===== src/rtl/program_loader.sv =====
// Boot-time program loader: parses a framed byte stream, writes little-endian 32-bit words into
// program memory and releases the core only after a frame with a matching XOR checksum.
module program_loader #(
  parameter int unsigned INSTR_ADDR_WIDTH = 10,
  parameter int unsigned TIMEOUT          = 1000000
) (
  input  logic                        clk,
  input  logic                        rst,
  input  logic                        reload,
  input  logic                        rx_valid,
  input  logic [7:0]                  rx_data,
  output logic                        rx_ready,
  output logic                        pgm,
  output logic                        pgm_we,
  output logic [INSTR_ADDR_WIDTH-1:0] pgm_addr,
  output logic [31:0]                 pgm_data,
  output logic                        core_hold,
  output logic                        done,
  output logic                        error
);

  localparam logic [7:0]  Magic    = 8'hA5;
  localparam int unsigned MaxWords = 2 ** INSTR_ADDR_WIDTH;
  localparam int unsigned IdleW    = $clog2(TIMEOUT + 1);
  localparam int unsigned AddrW    = INSTR_ADDR_WIDTH;

  typedef enum logic [2:0] {
    StIdle, StLen0, StLen1, StData, StCsum, StDone, StErr
  } state_e;

  state_e             state_q, state_d;
  logic [7:0]         len_lo_q, len_lo_d;
  logic [15:0]        remain_q, remain_d;
  logic [AddrW-1:0]   word_idx_q, word_idx_d;
  logic [1:0]         byte_cnt_q, byte_cnt_d;
  logic [23:0]        word_q, word_d;
  logic [7:0]         xor_q, xor_d;
  logic [IdleW-1:0]   idle_q, idle_d;
  logic               pgm_we_q, pgm_we_d;
  logic [AddrW-1:0]   pgm_addr_q, pgm_addr_d;
  logic [31:0]        pgm_data_q, pgm_data_d;
  logic               done_q, done_d;
  logic               error_q, error_d;

  logic        accept;
  logic        timed;
  logic [15:0] count;

  assign timed  = (state_q == StLen0) || (state_q == StLen1) ||
                  (state_q == StData) || (state_q == StCsum);
  assign accept = rx_valid && rx_ready;
  assign count  = {rx_data, len_lo_q};

  always_comb begin
    state_d    = state_q;
    len_lo_d   = len_lo_q;
    remain_d   = remain_q;
    word_idx_d = word_idx_q;
    byte_cnt_d = byte_cnt_q;
    word_d     = word_q;
    xor_d      = xor_q;
    idle_d     = idle_q;
    pgm_we_d   = 1'b0;
    pgm_addr_d = pgm_addr_q;
    pgm_data_d = pgm_data_q;

    if (reload) begin
      state_d    = StIdle;
      word_idx_d = '0;
      byte_cnt_d = '0;
      xor_d      = '0;
      idle_d     = '0;
    end else begin
      unique case (state_q)
        StIdle, StErr: begin
          if (accept && rx_data == Magic) begin
            state_d    = StLen0;
            word_idx_d = '0;
            byte_cnt_d = '0;
            xor_d      = '0;
          end
        end
        StLen0: begin
          if (accept) begin
            len_lo_d = rx_data;
            xor_d    = rx_data;
            state_d  = StLen1;
          end
        end
        StLen1: begin
          if (accept) begin
            xor_d    = xor_q ^ rx_data;
            remain_d = count;
            if (32'(count) > MaxWords) state_d = StErr;
            else if (count == 16'd0)   state_d = StCsum;
            else                       state_d = StData;
          end
        end
        StData: begin
          if (accept) begin
            xor_d      = xor_q ^ rx_data;
            word_d     = {rx_data, word_q[23:8]};
            byte_cnt_d = byte_cnt_q + 2'd1;
            if (byte_cnt_q == 2'd3) begin
              pgm_we_d   = 1'b1;
              pgm_addr_d = word_idx_q;
              pgm_data_d = {rx_data, word_q};
              word_idx_d = word_idx_q + AddrW'(1);
              remain_d   = remain_q - 16'd1;
              if (remain_q == 16'd1) state_d = StCsum;
            end
          end
        end
        StCsum: begin
          if (accept) state_d = (rx_data == xor_q) ? StDone : StErr;
        end
        StDone: ;
        default: state_d = StIdle;
      endcase

      // An accepted byte always beats an expiring timeout.
      if (timed && !accept) begin
        if (idle_q == IdleW'(TIMEOUT - 1)) begin
          state_d = StErr;
          idle_d  = '0;
        end else begin
          idle_d = idle_q + IdleW'(1);
        end
      end
      if (accept || state_d != state_q) idle_d = '0;
    end

    done_d  = (state_d == StDone);
    error_d = (state_d == StErr);
  end

  always_ff @(posedge clk or negedge rst) begin
    if (!rst) begin
      state_q    <= StIdle;
      len_lo_q   <= '0;
      remain_q   <= '0;
      word_idx_q <= '0;
      byte_cnt_q <= '0;
      word_q     <= '0;
      xor_q      <= '0;
      idle_q     <= '0;
      pgm_we_q   <= 1'b0;
      pgm_addr_q <= '0;
      pgm_data_q <= '0;
      done_q     <= 1'b0;
      error_q    <= 1'b0;
    end else begin
      state_q    <= state_d;
      len_lo_q   <= len_lo_d;
      remain_q   <= remain_d;
      word_idx_q <= word_idx_d;
      byte_cnt_q <= byte_cnt_d;
      word_q     <= word_d;
      xor_q      <= xor_d;
      idle_q     <= idle_d;
      pgm_we_q   <= pgm_we_d;
      pgm_addr_q <= pgm_addr_d;
      pgm_data_q <= pgm_data_d;
      done_q     <= done_d;
      error_q    <= error_d;
    end
  end

  assign rx_ready  = (state_q != StDone);
  assign pgm       = timed;
  assign core_hold = (state_q != StDone);
  assign pgm_we    = pgm_we_q;
  assign pgm_addr  = pgm_addr_q;
  assign pgm_data  = pgm_data_q;
  assign done      = done_q;
  assign error     = error_q;

endmodule


===== config.mk =====
export PLATFORM = sky130hd
export DESIGN_NAME = program_loader
export DESIGN_NICKNAME = d
export VERILOG_FILES = /design/src/rtl/program_loader.sv
export SDC_FILE = /design/constraint.sdc
export NUM_CORES = 1
export LEC_CHECK = 0
export CORE_UTILIZATION = 55
export DETAILED_ROUTE_END_ITERATION = 7
export HOLD_SLACK_MARGIN = 0.06
export PLACE_DENSITY = 0.81
export SLEW_MARGIN = 20
export SYNTH_ARGS = -nofsm -noshare
export SYNTH_HDL_FRONTEND = slang
export SYNTH_SLANG_ARGS = --single-unit
export TNS_END_PERCENT = 30

===== constraint.sdc =====
create_clock -name clk -period 4.2 [get_ports clk]
set_input_delay 0.84 -clock clk [delete_from_list [all_inputs] [get_ports clk]]
set_output_delay 0.84 -clock clk [all_outputs]
set_load 0.1 [all_outputs]

==> impl_metrics.ini <==
[final_layout]
final_common_cell = dfrtp_1
antenna_cells = 0
layout_common_cells = 136 x dfrtp_1, 74 x nor2_1, 72 x mux2_2, 58 x clkdlybuf4s50_1, 36 x nand3_1
fin_nets = 709
drive_gt1_share_pct = 18.58
areaGrowthSynthToFinish_pct = 19.18

[status]
status = complete, but fails checks
failed_checks = DRC

[logic_synthesis]
ys_ff_latch = 136
syn_area_um2 = 6693
syn_inst = 642
ys_seq_area_share_pct = 50.85
async_flop_share_pct = 100.0
avgSynthCellArea_um2 = 10.42
ys.flop_type = dfrtp_1
yosysWarnings = 0
synth_edf_count = 0
ys_types = 57
synth.net_count = 659

[pwr]
p_leak_nw = 3.527
p_per_area_nw_per_um2 = 447.3
ir_worst_vdd_mv = 0.4273

[global_routing]
gr-total-overflow = 0
grt_pass1_wl_mm = 25.79
grtUsageTotal_pct = 26.26
grt_pass1_vias = 5204
grt_start_max_net_pins = 106
antenna_found_initial = 0

[timing]
max_freq_ghz = 0.2905
whs_ps = 486.1
slew_headroom_pct = 33.50
worst_pin_slew_ps = 994.4
slew_viol_final = 0
hold_viol_final = 0
period_share_pct = 81.95
tns_ps = 0
finClkSkew_ps = 5.754
setup_viol = 0
rsz0062_at_grt = false
period_needed_ps = 3442

[placement]
place_hpwl_mm = 10.35
port_buffers = 59
gpl.final_weighted_congestion = 0.8745

[critical_path]
cp_num_buf_inv = 1
critPathMaxStageDelay_ps = 990
critical_path_cell_count = 3
cp-startpoint = state_q[1]
r2r-start = state_q[2]
r2r_cells = 6
required_ps = 3360
critPathMaxFanout = 14
arrival_ps = 2600
rrSetupSlack_ps = 1350
path_cells = nor3_1 > nor2_1 > clkdlybuf4s50_1
end_kind = output pin
slowest_stage = clkdlybuf4s50_1
start_kind = flip-flop
crit_family = buffers and inverters
critPathKind = flip-flop to output pin

[die]
start_util_pct = 57.63
die_x_um = 112.3
row_count = 39
dieArea_um2 = 12610
fp.coreArea_um2 = 11610
top_level_ports = 60
die_height_um = 112.3

[cts]
cts_setup_buffers = 0
cts_buffer_depth = 2
clock-root-buffer = clkbuf_16
insertion_delay_ps = 420
cts_max_level = 4
clk_pin_slew_worst_paths_ps = 60
cts_tree = done
ctsResizeCount = 0
ctsHoldBuffers = 0
cts.sinks = 136
cts_buffers = 17

[worst_hold_path]
worstHoldPathCells = 1
hold_start = remain_q[15]
hold_class = flip-flop to flip-flop

[detailed_routing]
vias = 5266
via_per_inst = 6.210
ant_nets = 0
first_pass_iters = 7
wl_per_cell_um = 18.37
drcViolationCount = 3
drtIter0Drc = 504
wl_mm = 15.57

[job]
cap_violations = 0
==> flip-flops by register name (all words and copies together), names as in the netlist <==
| name | count |
|---|---|
| word_q | 24 |
| remain_q | 16 |
| pgm_addr | 10 |
| state_q | 3 |
| xor_q | 8 |
| done | 1 |
| pgm_we | 1 |
| idle_q | 20 |
| error | 1 |
| word_idx_q | 10 |
| pgm_data | 32 |
| len_lo_q | 8 |
| byte_cnt_q | 2 |
==> worst register-to-register path, cell delays in order (launching register included) <==
cell,delay [ps]
dfrtp_1,560
inv_1,220
nand2_1,400
nor4_2,520
nand2_2,340
buf_4,360
mux2_1,340
==> synth_stat cells, types with 3 or more instances <==
master | count | share of area (%)
nand3_1 | 36 | 2.7
a21oi_1 | 31 | 2.3
mux2_2 | 72 | 12
and3_1 | 6 | 0.56
o32ai_1 | 12 | 1.6
o22ai_1 | 3 | 0.28
nor3_1 | 17 | 1.3
nor4_1 | 9 | 0.84
ha_1 | 5 | 0.93
o21ai_0 | 34 | 2.5
nor2b_1 | 4 | 0.37
and4_1 | 4 | 0.52
nand2b_1 | 5 | 0.47
inv_1 | 23 | 1.3
xnor2_1 | 16 | 2.1
o2bb2ai_1 | 3 | 0.39
nand4_1 | 7 | 0.65
o31ai_1 | 5 | 0.56
a22oi_1 | 4 | 0.45
clkbuf_1 | 19 | 1.1
buf_2 | 18 | 1.3
nand2_1 | 36 | 2.0
nor4b_1 | 3 | 0.39
xor2_1 | 13 | 1.7
dfrtp_1 | 136 | 51
o211ai_1 | 5 | 0.56
a31oi_1 | 3 | 0.28
nor2_1 | 74 | 4.2
==> stage by stage <==
step / total power [mW] / setup WS, ps / util, % / cells / cell area, µm²
after floorplan: 1.911 / 1396 / - / 642 / 6693
after global placement: 2.046 / 1023 / 63.52 / 816 / 7377
after detailed placement: 2.074 / 958.3 / 63.52 / 816 / 7377
after CTS: 3.583 / 746.9 / 68.68 / 848 / 7976
after global routing: 3.709 / 668.9 / 68.68 / 848 / 7976
final: 3.568 / 758.2 / 68.68 / 848 / 7976
==> metal layers <==
metal	GRT usage (%)	vias up	share of wire, %
met5	0	-	0
met4	10.93	0	2.1
met3	5.940	28	6.0
met2	43.48	223	50
met1	33.49	2603	42
li1	-	2412	-
==> kinds of logic after synthesis <==
kind of cell	after synthesis	share of synthesized area, %
AO/OA/AOI/OAI	115	10.97
XOR/XNOR	29	3.795
flip-flops	136	50.85
AND/OR/NAND/NOR	221	17.09
multiplexers	74	12.43
buffers and inverters	62	3.926
adder cells (fa/ha/maj)	5	0.9348
==> report_power, final <==
part	switching (mW)	internal [mW]	total, mW
Combinational	0.373	0.182	0.556
Clock	0.596	0.903	1.50
Sequential	0.119	1.39	1.51
==> final timing paths <==
kind                                      to
worst max-delay path                     pgm
worst min-delay path            remain_q[15]
worst max register to register   pgm_addr[9]
worst min register to register  remain_q[15]
max in group asynchronous          idle_q[9]
min in group asynchronous        pgm_addr[3]
==> final cells by class <==
class | count | area [µm²]
multi-input combinational | 444 | 3034
clock inverter | 14 | 160.2
tap | 143 | 178.9
clock buffer | 18 | 439.2
timing repair buffer | 70 | 674.4
fill | 845 | 3637
inverter | 23 | 86.33
sequential | 136 | 3403
(Power assumes the default switching activity.)
